### src/rtl/affine_pkg.sv
// rtl/affine_pkg.sv - shared types, widths and states for the affine job controller
package affine_pkg;

  localparam int MV_W    = 13;
  localparam int COORD_W = 12;
  localparam int SIZE_W  = 9;
  localparam int COST_W  = 21;
  localparam int LAMB_W  = 9;
  localparam int MODE_W  = 3;

  localparam logic [COST_W-1:0] COST_MAX = {COST_W{1'b1}};

  typedef struct packed {
    logic signed [MV_W-1:0] mv_lt_x;
    logic signed [MV_W-1:0] mv_lt_y;
    logic signed [MV_W-1:0] mv_rt_x;
    logic signed [MV_W-1:0] mv_rt_y;
    logic signed [MV_W-1:0] mv_lb_x;
    logic signed [MV_W-1:0] mv_lb_y;
    logic [COORD_W-1:0]     ipu_x;
    logic [COORD_W-1:0]     ipu_y;
    logic [SIZE_W-1:0]      ipu_w;
    logic [SIZE_W-1:0]      ipu_h;
    logic                   iref_scale;
    logic                   large_mv_grad;
    logic [COST_W-1:0]      bits;
    logic [LAMB_W-1:0]      lamb;
    logic [COST_W-1:0]      rdcost_hevc;
  } affine_job_t;

  typedef enum logic [2:0] {
    ST_IDLE,
    ST_LOAD,
    ST_GAP,
    ST_CALC,
    ST_WAIT,
    ST_RESP
  } ctrl_state_t;

endpackage

### src/rtl/affine_job_ctrl_if.sv
// rtl/affine_job_ctrl_if.sv - job, core and result signals of the affine job controller
interface affine_job_ctrl_if;
  import affine_pkg::*;

  logic                job_valid;
  logic                job_ready;
  affine_job_t         job;
  affine_job_t         aff_job;
  logic                aff_start_load;
  logic                aff_start_calc;
  logic                aff_done;
  logic [COST_W-1:0]   aff_cost_min;
  logic [MODE_W-1:0]   aff_mode;
  logic                res_valid;
  logic                res_ready;
  logic [COST_W-1:0]   res_cost;
  logic [MODE_W-1:0]   res_mode;
  logic                res_timeout;
  logic                busy;
  logic [15:0]         job_count;

  // slave is the controller; master is the job source, core and result consumer
  modport slave (
    input  job_valid, job, aff_done, aff_cost_min, aff_mode, res_ready,
    output job_ready, aff_job, aff_start_load, aff_start_calc,
           res_valid, res_cost, res_mode, res_timeout, busy, job_count
  );

  modport master (
    output job_valid, job, aff_done, aff_cost_min, aff_mode, res_ready,
    input  job_ready, aff_job, aff_start_load, aff_start_calc,
           res_valid, res_cost, res_mode, res_timeout, busy, job_count
  );

endinterface

### src/rtl/affine_watchdog.sv
// rtl/affine_watchdog.sv - WAIT-state cycle watchdog, built only with AFFINE_TIMEOUT_EN
`ifdef AFFINE_TIMEOUT_EN
module affine_watchdog #(
  parameter int WAIT_MAX = 4095
) (
  input  logic clk,
  input  logic rst,
  input  logic en,
  output logic expired
);

  localparam logic [11:0] LAST = 12'(WAIT_MAX - 1);

  logic [11:0] cnt_q, cnt_d;

  // Counter restarts from zero whenever the controller is outside WAIT
  always_comb begin
    cnt_d = '0;
    if (en) cnt_d = cnt_q + 12'd1;
  end

  always_ff @(posedge clk or posedge rst) begin
    if (rst) cnt_q <= '0;
    else     cnt_q <= cnt_d;
  end

  assign expired = en && (cnt_q == LAST);

endmodule
`endif

### src/rtl/affine_job_ctrl.sv
// rtl/affine_job_ctrl.sv - load/calc sequencer and result holder for the affine core
// Optional WAIT watchdog enabled by AFFINE_TIMEOUT_EN.
module affine_job_ctrl
  import affine_pkg::*;
#(
  parameter int LOAD_GAP = 1,
  parameter int WAIT_MAX = 4095
) (
  input logic         clk,
  input logic         rst,
  affine_job_ctrl_if.slave bus
);

  if (LOAD_GAP < 1 || LOAD_GAP > 15) begin : g_bad_gap
    $error("LOAD_GAP must be 1..15");
  end
  if (WAIT_MAX < 1 || WAIT_MAX > 4095) begin : g_bad_wait
    $error("WAIT_MAX must be 1..4095");
  end

  localparam logic [3:0] GAP_LAST = 4'(LOAD_GAP - 1);

  ctrl_state_t       state_q, state_d;
  logic [3:0]        gap_q, gap_d;
  affine_job_t       job_q, job_d;
  logic [COST_W-1:0] res_cost_q, res_cost_d;
  logic [MODE_W-1:0] res_mode_q, res_mode_d;
  logic              res_timeout_q, res_timeout_d;
  logic [15:0]       job_count_q, job_count_d;
  logic              wd_expired;

`ifdef AFFINE_TIMEOUT_EN
  affine_watchdog #(
    .WAIT_MAX (WAIT_MAX)
  ) u_watchdog (
    .clk     (clk),
    .rst     (rst),
    .en      (state_q == ST_WAIT),
    .expired (wd_expired)
  );
`else
  assign wd_expired = 1'b0;
`endif

  always_comb begin
    state_d       = state_q;
    gap_d         = gap_q;
    job_d         = job_q;
    res_cost_d    = res_cost_q;
    res_mode_d    = res_mode_q;
    res_timeout_d = res_timeout_q;
    job_count_d   = job_count_q;
    case (state_q)
      ST_IDLE: begin
        if (bus.job_valid) begin
          job_d   = bus.job;
          state_d = ST_LOAD;
        end
      end
      ST_LOAD: begin
        gap_d   = '0;
        state_d = ST_GAP;
      end
      ST_GAP: begin
        if (gap_q == GAP_LAST) state_d = ST_CALC;
        else                   gap_d   = gap_q + 4'd1;
      end
      ST_CALC: state_d = ST_WAIT;
      ST_WAIT: begin
        // A done coinciding with watchdog expiry is a real result
        if (bus.aff_done) begin
          res_cost_d    = bus.aff_cost_min;
          res_mode_d    = bus.aff_mode;
          res_timeout_d = 1'b0;
          state_d       = ST_RESP;
        end else if (wd_expired) begin
          res_cost_d    = COST_MAX;
          res_mode_d    = '0;
          res_timeout_d = 1'b1;
          state_d       = ST_RESP;
        end
      end
      ST_RESP: begin
        if (bus.res_ready) begin
          job_count_d = job_count_q + 16'd1;
          state_d     = ST_IDLE;
        end
      end
      default: state_d = ST_IDLE;
    endcase
  end

  always_ff @(posedge clk or posedge rst) begin
    if (rst) begin
      state_q       <= ST_IDLE;
      gap_q         <= '0;
      job_q         <= '0;
      res_cost_q    <= '0;
      res_mode_q    <= '0;
      res_timeout_q <= 1'b0;
      job_count_q   <= '0;
    end else begin
      state_q       <= state_d;
      gap_q         <= gap_d;
      job_q         <= job_d;
      res_cost_q    <= res_cost_d;
      res_mode_q    <= res_mode_d;
      res_timeout_q <= res_timeout_d;
      job_count_q   <= job_count_d;
    end
  end

  assign bus.job_ready      = (state_q == ST_IDLE);
  assign bus.busy           = (state_q != ST_IDLE);
  assign bus.aff_start_load = (state_q == ST_LOAD);
  assign bus.aff_start_calc = (state_q == ST_CALC);
  assign bus.res_valid      = (state_q == ST_RESP);
  assign bus.aff_job        = job_q;
  assign bus.res_cost       = res_cost_q;
  assign bus.res_mode       = res_mode_q;
  assign bus.res_timeout    = res_timeout_q;
  assign bus.job_count      = job_count_q;

endmodule
### src/flat_wrapper.sv
// flat-port wrapper written by rule: the top's interface ports become plain ports
module affine_job_ctrl_flat import affine_pkg::*;
#(
  parameter int LOAD_GAP = 1,
  parameter int WAIT_MAX = 4095
)
  (clk, rst, bus_job_valid, bus_job, bus_aff_done, bus_aff_cost_min, bus_aff_mode, bus_res_ready, bus_job_ready, bus_aff_job, bus_aff_start_load, bus_aff_start_calc, bus_res_valid, bus_res_cost, bus_res_mode, bus_res_timeout, bus_busy, bus_job_count);
  affine_job_ctrl_if bus_i ();
  input logic clk;
  input logic rst;
  input wire logic [$bits(bus_i.job_valid)-1:0] bus_job_valid;
  input wire logic [$bits(bus_i.job)-1:0] bus_job;
  input wire logic [$bits(bus_i.aff_done)-1:0] bus_aff_done;
  input wire logic [$bits(bus_i.aff_cost_min)-1:0] bus_aff_cost_min;
  input wire logic [$bits(bus_i.aff_mode)-1:0] bus_aff_mode;
  input wire logic [$bits(bus_i.res_ready)-1:0] bus_res_ready;
  output wire logic [$bits(bus_i.job_ready)-1:0] bus_job_ready;
  output wire logic [$bits(bus_i.aff_job)-1:0] bus_aff_job;
  output wire logic [$bits(bus_i.aff_start_load)-1:0] bus_aff_start_load;
  output wire logic [$bits(bus_i.aff_start_calc)-1:0] bus_aff_start_calc;
  output wire logic [$bits(bus_i.res_valid)-1:0] bus_res_valid;
  output wire logic [$bits(bus_i.res_cost)-1:0] bus_res_cost;
  output wire logic [$bits(bus_i.res_mode)-1:0] bus_res_mode;
  output wire logic [$bits(bus_i.res_timeout)-1:0] bus_res_timeout;
  output wire logic [$bits(bus_i.busy)-1:0] bus_busy;
  output wire logic [$bits(bus_i.job_count)-1:0] bus_job_count;
  assign bus_i.job_valid = bus_job_valid;
  assign bus_i.job = bus_job;
  assign bus_i.aff_done = bus_aff_done;
  assign bus_i.aff_cost_min = bus_aff_cost_min;
  assign bus_i.aff_mode = bus_aff_mode;
  assign bus_i.res_ready = bus_res_ready;
  assign bus_job_ready = bus_i.job_ready;
  assign bus_aff_job = bus_i.aff_job;
  assign bus_aff_start_load = bus_i.aff_start_load;
  assign bus_aff_start_calc = bus_i.aff_start_calc;
  assign bus_res_valid = bus_i.res_valid;
  assign bus_res_cost = bus_i.res_cost;
  assign bus_res_mode = bus_i.res_mode;
  assign bus_res_timeout = bus_i.res_timeout;
  assign bus_busy = bus_i.busy;
  assign bus_job_count = bus_i.job_count;
  affine_job_ctrl #(.LOAD_GAP(LOAD_GAP), .WAIT_MAX(WAIT_MAX)) u_core (.clk(clk), .rst(rst), .bus(bus_i));
endmodule
### config.mk
export PLATFORM = sky130hd
export DESIGN_NAME = affine_job_ctrl_flat
export DESIGN_NICKNAME = d
export VERILOG_FILES = /design/src/rtl/affine_pkg.sv /design/src/rtl/affine_job_ctrl_if.sv /design/src/rtl/affine_watchdog.sv /design/src/rtl/affine_job_ctrl.sv /design/src/flat_wrapper.sv
export SDC_FILE = /design/constraint.sdc
export NUM_CORES = 1
export LEC_CHECK = 0
export BUFFER_PORTS_ARGS = -buffer_cell sky130_fd_sc_hd__clkbuf_2
export CAP_MARGIN = 20
export CORE_AREA = 2 2 162 164
export CTS_BUF_LIST = sky130_fd_sc_hd__clkbuf_16
export DETAILED_ROUTE_END_ITERATION = 7
export DIE_AREA = 0 0 164 166
export PLACE_DENSITY = 0.69
export SLEW_MARGIN = 20
export SYNTH_ARGS = -nofsm -noshare
export SYNTH_HDL_FRONTEND = slang
export SYNTH_SLANG_ARGS = --single-unit
### constraint.sdc
create_clock -name clk -period 6.9 [get_ports clk]
set_input_delay 0 -clock clk [delete_from_list [all_inputs] [get_ports clk]]
set_output_delay 0 -clock clk [all_outputs]
set_load 0.1 [all_outputs]
Word-level counts from Yosys, hierarchy flattened
Index checks and enable logic that the tools add are counted.

Output and inout port bits: 219. Bits in registers: 220. Input bits: 202. Word-level logic and storage cells: 48.

Eq/ne operators: 10. Reductions and logical operators: 9. $add $sub $neg: 2. Mux-type cells: 7.

Operators by type and width (number): $pmux W3 S6 (1); $add A16 B1 Y16 const B (1); $mux W3 (4); $ne A2 B2 Y1 const B (4); $pmux W4 S2 (1); $reduce_and A2 Y1 (4); $eq A3 B2 Y1 const B (2); $eq A3 B3 Y1 const B (2); $add A4 B1 Y4 const B (1); $logic_not A4 Y1 (1); $mux W4 (1); $reduce_and A4 Y1 (1); $eq A3 B1 Y1 const B (1); $logic_not A3 Y1 (1); $reduce_bool A3 Y1 (1); $ne A2 B1 Y1 const B (1); $reduce_bool A2 Y1 (1).

Depth between registers and ports, before layout
Gate-level depths: netlist of the first run.

Word-level depth: 3. Depth in mapped cells: 8. Mapped depth without buffers: 6.

Worst setup path before layout of the first run
No wires, ideal clock.

Path type: reg-to-reg. Start point: register u_core.state_q[2]. End point: register u_core.gap_q[0]. Arrival time: 3.218 ns. Data required time: 6.772 ns. Clock period less this slack: 3.346 ns. Setup slack: 3.554 ns. Stages on the path, launching flop included: 6. Setup time: 0.128 ns. Path buffers: 1. Cell sequence: dfrtp_1 -> clkbuf_1 -> nor3b_1 -> nor2_1 -> nand2_1 -> o21ai_0.

Word-level cells in the longest chain between the ends: 3. Elaborated cells on any way between the ends: 6. Those cells by class: eq/ne: 3; mux: 1; reduce/logical: 2.

RTL lines: from (decl) (RTL line affine_job_ctrl.sv:23) `ctrl_state_t state_q, state_d;`; from (signal assigned) (RTL line affine_job_ctrl.sv:103) `state_q <= state_d;`; $eq A3 B1 Y1 (*); named net bus_aff_start_load (RTL line flat_wrapper.sv:19) `output wire logic [$bits(bus_i.aff_start_load)-1:0] bus_aff_start_load;`; $reduce_bool A2 Y1 (no line); $reduce_and A2 Y1 (no line); to (signal assigned) (RTL line affine_job_ctrl.sv:104) `gap_q <= gap_d;`; to (decl) (RTL line affine_job_ctrl.sv:24) `logic [3:0] gap_q, gap_d;`.

Mark *: on every way through the listed nets, which the timed path passes. The rest lies on a longest branch. A chain may end at the register's enable or synchronous reset.

Final worst setup path of the first run
Start point: register u_core.state_q[2]. End point: register u_core.job_q, in the netlist u_core.bus.aff_job[39].

Word-level cells in the longest chain between the ends: 2.

RTL lines: $logic_not A3 Y1 (RTL line affine_job_ctrl.sv:53) `case (state_q)`; $reduce_and A2 Y1 (no line); to (signal assigned) (RTL line affine_job_ctrl.sv:105) `job_q <= job_d;`; to (decl) (RTL line affine_job_ctrl.sv:25) `affine_job_t job_q, job_d;`.

No other way between the ends.

==> results_dict.tcl, run 1 <==
set metrics [dict create \
    rsz0062_at_grt "false" \
    status "complete, no violations" \
    synth_area_per_cell_um2 17.70 \
    antenna_left 0 \
    hpwl_mm 15.91 \
    routed_via_density 4.539 \
    grt_antenna_before_repair 0 \
    die_x_um 164 \
    critical_path.startpoint "u_core.state_q[2]" \
    fin_nets 1357 \
    clockBufferDepth 3 \
    drc 0 \
    grt_usage 0.1829 \
    vias 6822 \
    period_share 0.4012 \
    post-cts-setup-buffers 0 \
    relSlewSlack 0.3757 \
    grt_pass1_wl_mm 39.88 \
    wl_per_cell_um 17.29 \
    grt_max_degree 96 \
    drtIter0Drc 347 \
    r2r_cells 6 \
    clkSlewWorstSetupHoldPaths_ns 0.06 \
    maxCapViolations 0 \
    nFillCells 2015 \
    hp-class "primary input to asynchronous set/reset pin" \
    ys_seq_area_frac 0.5900 \
    ys_seq_elements 220 \
    hold_viol_final 0 \
    synth_nets 732 \
    dieArea_um2 27220 \
    yosysWarnings 0 \
    grt_overflow 0 \
    floorplan.rows 59 \
    required_ns 7.29 \
    start_kind "flip-flop" \
    cts_tree "done" \
    path_max_fanout 45 \
    synthCells 527 \
    timing.rr.start "u_core.state_q[2]" \
    synth_area_um2 9330 \
    setup_violations 0 \
    cts-root-buf "clkbuf_16" \
    dr.pass1.iters 4 \
    diodes 0 \
    arrival_ns 3.16 \
    pre_cts_slack_ns 4.139 \
    ioPinCount 421 \
    worst_slack_ns 4.132 \
    drt-total-wl_mm 25.99 \
    syn_to_final_growth_pct 52.65 \
    fin_skew_ns 0.02192 \
    max_freq_ghz 0.3612 \
    clock_sinks 220 \
    reg2reg_slack_ns 4.13 \
    path_class "flip-flop to flip-flop" \
    port_buffers 419 \
    fin_setup_tns_ns 0 \
    clk_latency_ns 0.51 \
    numCtsBuffers 25 \
    coreArea_um2 25620 \
    first_global_vias 7514 \
    fin_crit_ns 2.768 \
    crit_end "u_core.bus.aff_job[39]" \
    worstMarginPinSlew_ns 0.9364 \
    cts_max_level 1 \
    initial_core_util 0.3642 \
    layout-drive-gt1-share 0.5668 \
    die_height_um 166 \
    place.gp.congestion 0.8018 \
    r2r_end "u_core.bus.aff_job[39]" \
    synthDistinctLibCells 37 \
    end_kind "flip-flop" \
    slew_violations 0 \
]
## cell usage after synthesis (all sizes together)
library cell / count / area, µm²
o21ai: 5 / 25.02
nand2: 11 / 43.80
inv: 8 / 30.03
and4: 2 / 17.52
dfrtp: 220 / 5505
and2: 2 / 15.02
xnor2: 14 / 122.6
buf: 25 / 410.4
a21oi: 2 / 10.01
nand3b: 1 / 7.510
a21o: 1 / 7.510
nor4: 1 / 6.260
ha: 3 / 37.54
mux2: 197 / 2856
conb: 1 / 3.750
and3: 2 / 12.51
o22ai: 1 / 6.260
o21a: 1 / 7.510
nand4b: 1 / 23.77
o311ai: 2 / 17.52
xor2: 3 / 26.28
nand3: 8 / 40.04
nor3b: 1 / 7.510
or3b: 1 / 8.760
nor2: 5 / 21.27
nand4: 5 / 31.28
clkbuf: 1 / 3.750
nor3: 3 / 25.02
## layer usage
| layer | vias to the layer above | GRT usage | routed length [µm] |
|---|---|---|---|
| met2 | 274 | 0.3263 | 13160 |
| met4 | 0 | 0.06369 | 880 |
| met1 | 3392 | 0.2138 | 10090 |
| li1 | 3088 | - | - |
| met5 | - | 0 | 0 |
| met3 | 68 | 0.04271 | 1859 |
## state kept, by name (all words and copies together) (netlist names)
signal                flops
u_core.gap_q              4
u_core.bus.job_count     16
u_core.bus.res_mode       3
u_core.state_q            3
u_core.bus.res_cost      21
u_core.bus.aff_job      173
## per-stage QoR
step                      hold slack (ns)  utilization  cell area, µm²  cells
after floorplan                    0.1093            -            9330    527
after global placement            0.09739       0.4482           11480   1259
after detailed placement           0.1003       0.4482           11480   1259
after CTS                          0.1016       0.5549           14210   1502
after global routing               0.1493       0.5560           14240   1503
final                              0.1263       0.5560           14240   1503
## logic make-up after synthesis
| family | after synthesis | share of synthesized area |
|---|---|---|
| and+or+nand+nor | 43 | 0.02790 |
| adders and majority gates | 3 | 0.004023 |
| DFF | 220 | 0.5900 |
| other | 1 | 0.0004019 |
| xor gates and xnor gates | 17 | 0.01596 |
| AOI/OAI and AO/OA | 12 | 0.007913 |
| buffers and inverters | 34 | 0.04761 |
| muxes | 197 | 0.3062 |
## placed cells by master, fill, tap and decap left out, drive strengths merged, types with 2 or more instances in the layout
cell         count
nand2           11
and2             2
mux2           197
clkinv          15
nor2             5
xnor2           14
and3             2
xor2             3
nand4            5
clkbuf         444
ha               3
inv             10
and4             2
nor3             3
dlygate4sd3    200
o21ai            5
buf              5
o311ai           2
nand3            8
dfrtp          220
a21oi            2
## cell type report
type | instances | area [µm²] | area share
clock buffer | 25 | 625.6 | 0.04393
clock inverter | 18 | 103.9 | 0.007292
inverter | 8 | 37.54 | 0.002636
multi-input combinational | 273 | 3382 | 0.2375
sequential | 220 | 5505 | 0.3865
tap | 335 | 419.2 | 0.02943
timing repair buffer | 624 | 4169 | 0.2927
## what timing repair did
item | in CTS | in global routing
gates resized for setup | 0 | 0
endpoints found under the hold margin | 275 | 0
hold buffers | 200 | 0
## worst min-delay path by stage
| stage | start | endpoint | slack [ns] | cells after the start |
|---|---|---|---|---|
| 6_report | rst | u_core.bus.aff_job[78] | 0.13 | 3 |
| 4_1_cts | rst | u_core.bus.aff_job[104] | 0.10 | 3 |
| 3_5_place_dp | rst | u_core.bus.aff_job[31] | 0.10 | 2 |
| 5_1_grt | rst | u_core.bus.aff_job[62] | 0.15 | 3 |
| 3_3_place_gp | rst | u_core.bus.aff_job[109] | 0.1 | 2 |
| 2_1_floorplan | bus_res_ready | u_core.state_q[0] | 0.11 | 1 |
## worst max-delay path, stage by stage, from the launching register on
cell	delay, ns
dfrtp_1	0.53
nor2_2	0.22
nand2_2	0.08
inv_2	0.06
and2_4	0.58
buf_4	0.77
mux2_4	0.36
Power of run 1 is left out: the tool's default activity adds up to more than one toggle a clock period on the data nets, which glitch-free logic cannot reach.
==> inputs of run 2 (changes only) <==
==> constraint.sdc (replaced) <==
create_clock -name clk -period 2.7 [get_ports clk]
set_input_delay 0 -clock clk [delete_from_list [all_inputs] [get_ports clk]]
set_output_delay 0 -clock clk [all_outputs]
set_load 0.1 [all_outputs]
==> results_dict.tcl, run 2 (synthesized netlist as in run 1, its figures left out) <==
set metrics [dict create \
    timing.rr.start "u_core.gap_q[0]" \
    die_height_um 166 \
    rsz0062_at_grt "false" \
    floorplan.rows 59 \
    fin_nets 1369 \
    grt_overflow 0 \
    layout-drive-gt1-share 0.5741 \
    reg2reg_slack_ns 0.48 \
    vias 6767 \
    drc 0 \
    port_buffers 419 \
    end_kind "flip-flop" \
    dieArea_um2 27220 \
    max_freq_ghz 0.4507 \
    wl_per_cell_um 17.33 \
    relSlewSlack 0.3920 \
    path_max_fanout 5 \
    crit_end "u_core.state_q[0]" \
    grt_pass1_wl_mm 40.64 \
    start_kind "flip-flop" \
    routed_via_density 4.464 \
    hpwl_mm 16.94 \
    coreArea_um2 25620 \
    clock_sinks 220 \
    r2r_end "u_core.state_q[0]" \
    arrival_ns 2.67 \
    grt_max_degree 49 \
    hold_viol_final 0 \
    critical_path.startpoint "u_core.gap_q[0]" \
    cts-root-buf "clkbuf_16" \
    final_util 0.5632 \
    min_from "bus_job_valid" \
    cts_tree "done" \
    slew_violations 0 \
    initial_core_util 0.3642 \
    clockBufferDepth 3 \
    clkSlewWorstSetupHoldPaths_ns 0.06 \
    status "complete, no violations" \
    grt_usage 0.1875 \
    worstMarginPinSlew_ns 0.9101 \
    setup_violations 0 \
    final_common_cell "clkbuf_2" \
    cts_max_level 1 \
    most-common-layout-cells "419 x clkbuf_2, 220 x dfrtp_1, 200 x dlygate4sd3_1" \
    place.gp.congestion 0.7952 \
    antenna_left 0 \
    nFillCells 1952 \
    r2r_cells 7 \
    first_global_vias 7520 \
    period_share 0.8217 \
    dr.pass1.iters 4 \
    largest_reg_flops 173 \
    clk_latency_ns 0.52 \
    diodes 0 \
    grt_antenna_before_repair 0 \
    die_x_um 164 \
    drt-total-wl_mm 26.28 \
    syn_to_final_growth_pct 54.62 \
    path_class "flip-flop to flip-flop" \
    numCtsBuffers 24 \
    required_ns 3.15 \
    ioPinCount 421 \
    drtIter0Drc 295 \
    fin_skew_ns 0.01618 \
    fin_crit_ns 2.219 \
    hp-class "primary input to flip-flop" \
    maxCapViolations 0 \
]
[run 2: how the worst min path moves through the flow]
stage / to / slack, ns / cells past startpoint
after floorplan: u_core.state_q[0] / 0.11 / 1
after global placement: u_core.bus.aff_job[117] / 0.23 / 2
after detailed placement: u_core.bus.aff_job[13] / 0.23 / 2
after CTS: u_core.bus.aff_job[168] / 0.03 / 3
after global routing: u_core.bus.aff_job[149] / 0.04 / 3
final: u_core.bus.aff_job[168] / 0.05 / 3
[run 2: stage by stage]
step           area, µm²  std cells  setup slack (ns)  setup TNS (ns)  hold WS, ns
2_1_floorplan       9344        527           -0.1681          -36.98       0.1093
3_3_place_gp       11670       1273            0.6737               0       0.2314
5_1_grt            14430       1516            0.3434               0      0.03915
3_5_place_dp       11670       1273            0.6325               0       0.2347
6_report           14430       1516            0.4814               0      0.04703
4_1_cts            14430       1516            0.4897               0      0.03425
[run 2: critical path, cell delays in order, from the launching register on]
cell,delay (ns)
dfrtp_1,0.41
inv_1,0.09
ha_1,0.13
or3b_2,0.46
nand3_1,0.17
o311ai_0,0.19
o22ai_1,0.15
dlygate4sd3_1,0.56
[run 2: timing repair]
| item | in CTS | in global routing |
|---|---|---|
| setup buffers | 0 | 0 |
| hold buffers | 200 | 0 |
| endpoints found under the hold margin | 234 | 0 |
| gates resized for setup | 0 | 0 |
[run 2: area by class of cell]
class	count	area, µm²	share of cell area
Sequential cell	220	5505	0.3816
Timing Repair Buffer	637	4322	0.2996
Multi-Input combinational cell	273	3391	0.2350
Clock buffer	25	625.6	0.04337
Tap cell	335	419.2	0.02905
Clock inverter	18	130.1	0.009020
Inverter	8	33.78	0.002342
[run 2: metal layers]
metal  global-route usage  vias up  share of wire
met1               0.2121     3306           0.38
met5                    0        -              0
li1                     -     3120              -
met2               0.3376      278           0.51
met3              0.04720       63          0.075
met4              0.06979        0          0.034
Power of run 2 is left out for the same reason.
==> inputs of run 3 (changes only) <==
--- a/config.mk
+++ b/config.mk
@@ -5,12 +5,13 @@
 export SDC_FILE = /design/constraint.sdc
 export NUM_CORES = 1
 export LEC_CHECK = 0
+export ABC_AREA = 1
 export BUFFER_PORTS_ARGS = -buffer_cell sky130_fd_sc_hd__clkbuf_2
 export CAP_MARGIN = 20
-export CORE_AREA = 2 2 162 164
+export CORE_AREA = 2 2 164 166
 export CTS_BUF_LIST = sky130_fd_sc_hd__clkbuf_16
 export DETAILED_ROUTE_END_ITERATION = 7
-export DIE_AREA = 0 0 164 166
+export DIE_AREA = 0 0 166 168
 export PLACE_DENSITY = 0.69
 export SLEW_MARGIN = 20
 export SYNTH_ARGS = -nofsm -noshare
==> constraint.sdc (replaced) <==
create_clock -name clk -period 1.85 [get_ports clk]
set_input_delay 0 -clock clk [delete_from_list [all_inputs] [get_ports clk]]
set_output_delay 0 -clock clk [all_outputs]
set_load 0.1 [all_outputs]
==> results_dict.tcl, run 3 <==
set metrics [dict create \
    grt_overflow 0 \
    cp_top_family "buffers and inverters" \
    ys_seq_elements 220 \
    rsz0062_at_grt "false" \
    grt_antenna_before_repair 3 \
    synth_edf_count 0 \
    start_kind "flip-flop" \
    largest_reg_flops 173 \
    dp.cells 1683 \
    grt_usage 0.2092 \
    cts_max_level 1 \
    dr.pass1.iters 4 \
    grt_max_degree 96 \
    fin_skew_ns 0.009940 \
    period_share 0.9547 \
    routed_via_density 4.712 \
    synth_nets 1175 \
    drt-total-wl_mm 30.27 \
    ioPinCount 421 \
    arrival_ns 1.77 \
    synth_flop_cell "dfrtp_1" \
    hpwl_mm 19.00 \
    maxCapViolations 0 \
    synthDistinctLibCells 26 \
    nFillCells 2277 \
    timing.rr.start "u_core.state_q[0]" \
    drc 0 \
    r2r_end "u_core.bus.aff_job[169]" \
    stdcell_count 1933 \
    max_freq_ghz 0.5662 \
    yosysWarnings 0 \
    async_flop_share 1.000 \
    cts-root-buf "clkbuf_16" \
    r2r_cells 6 \
    first_global_vias 9413 \
    initial_core_util 0.3435 \
    antenna_left 0 \
    critPathSlowestCell "dfrtp_2" \
    die_height_um 168 \
    clkSlewWorstSetupHoldPaths_ns 0.06 \
    cp.depth 5 \
    syn_to_final_growth_pct 57.24 \
    layout-drive-gt1-share 0.3188 \
    numCtsBuffers 25 \
    wl_met1_mm 11.56 \
    crit_buf_inv 3 \
    reg2reg_slack_ns 0.22 \
    slew_violations 0 \
    synth_area_um2 9052 \
    hp-class "primary input to asynchronous set/reset pin" \
    synth.top_cell.area_share 0.6082 \
    hold_viol_final 0 \
    required_ns 1.85 \
    dieArea_um2 27890 \
    wl_met2_mm 15.28 \
    wl_met3_mm 2.538 \
    critPathMaxStageDelay_ns 0.46 \
    clock_sinks 220 \
    path_class "flip-flop to output pin" \
    synth_area_per_cell_um2 9.332 \
    coreArea_um2 26350 \
    dpl_cell_area_um2 11410 \
    floorplan.rows 60 \
    most-common-layout-cells "414 x clkbuf_2, 395 x nand2_1, 218 x dfrtp_1" \
    fin_nets 1775 \
    path_max_fanout 44 \
    grt_pass1_wl_mm 47.84 \
    wl_per_cell_um 15.66 \
    port_buffers 419 \
    synth_common_cells "396 x nand2_1, 220 x dfrtp_1, 184 x nand3_1, 23 x mux2_2, 23 x nor2_1" \
    fin_crit_ns 1.766 \
    end_kind "output pin" \
    netlist_top_cells_area "dfrtp_1 61%, nand2_1 16%, nand3_1 10%" \
    top_layer "met4" \
    synthCells 970 \
    drtIter0Drc 789 \
    yosysMostFrequentCell "nand2_1" \
    worstMarginPinSlew_ns 0.5947 \
    status "complete, no violations" \
    clockBufferDepth 3 \
    place.gp.congestion 0.8257 \
    setup_violations 0 \
    finalInstanceArea_um2 14230 \
    vias 9108 \
    die_x_um 166 \
    yosysTopAreaCell "dfrtp_1" \
    final_util 0.5402 \
    final_common_cell "clkbuf_2" \
    ys_seq_area_frac 0.6082 \
    cts_tree "done" \
    whs_ns 0.1819 \
    clk_latency_ns 0.52 \
    relSlewSlack 0.6052 \
    crit_chain "nor2_4 > nand2_2 > inv_6 > buf_16 > buf_12" \
]
## run 3: changes by cell type after synthesis, sizes merged, moves of 7 or more
| cell | delta |
|---|---|
| nand2 | +387 |
| nand3 | +178 |
| mux2 | -173 |
| nor2 | +21 |
| clkbuf | +18 |
| buf | +17 |
| inv | +15 |
| xnor2 | -7 |
## run 3: worst max-delay path by stage
stage | endpoint | slack (ns) | start
detailed placement | u_core.bus.aff_job[95] | 0.26 | u_core.state_q[2]
floorplan | u_core.bus.aff_job[0] | -1.02 | rst
CTS | bus_job_ready | 0.04 | u_core.state_q[0]
global placement | u_core.bus.aff_job[134] | 0.36 | u_core.state_q[1]
finish | bus_job_ready | 0.08 | u_core.state_q[0]
global route | bus_job_ready | 0.01 | u_core.state_q[0]
## run 3: layout make-up
type | count | area, µm² | share of cell area
repair buffers | 634 | 4350 | 0.3056
diodes | 5 | 12.51 | 0.0008790
well taps | 341 | 426.7 | 0.02998
flip-flops and latches | 220 | 5508 | 0.3870
inverters | 23 | 95.09 | 0.006681
multi-input cells | 666 | 3070 | 0.2157
clock buffers | 25 | 625.6 | 0.04395
clock inverters | 19 | 145.1 | 0.01020
## run 3: routing by layer
layer	vias up	global-route usage
li1	4306	-
met1	4292	0.2417
met2	437	0.3747
met3	73	0.05360
met4	0	0.07788
met5	-	0
## run 3: tightest hold or removal path, cell delays in order
cell,delay [ns]
dlygate4sd3_1,0.53
clkbuf_2,0.14
clkinvlp_4,0.14
buf_12,0.27
## run 3: kinds of logic (layout without fill, tap and decap cells)
family,after synthesis,in the layout,share of synthesized area
other cells,1,6,0.0004143
xor+xnor,9,9,0.008708
buf+inv,84,701,0.05460
compound gates,7,7,0.003870
fa+ha+maj,3,3,0.004147
flops,220,220,0.6082
simple gates,622,622,0.2903
mux,24,24,0.02985
## run 3: repair_timing
item	in CTS	in global routing
endpoints found under the setup margin	4	1
gates resized for setup	6	3
hold buffers	201	0
setup buffers	0	0
endpoints found under the hold margin	428	0
## run 3: metrics by stage
step                      worst slack [ns]  setup TNS (ns)
after floorplan                     -1.018         -224.17
after global placement              0.3582               0
after detailed placement            0.2591               0
after CTS                          0.03874               0
after global routing               0.01378               0
final                              0.08373               0
Power of run 3 is left out for the same reason.
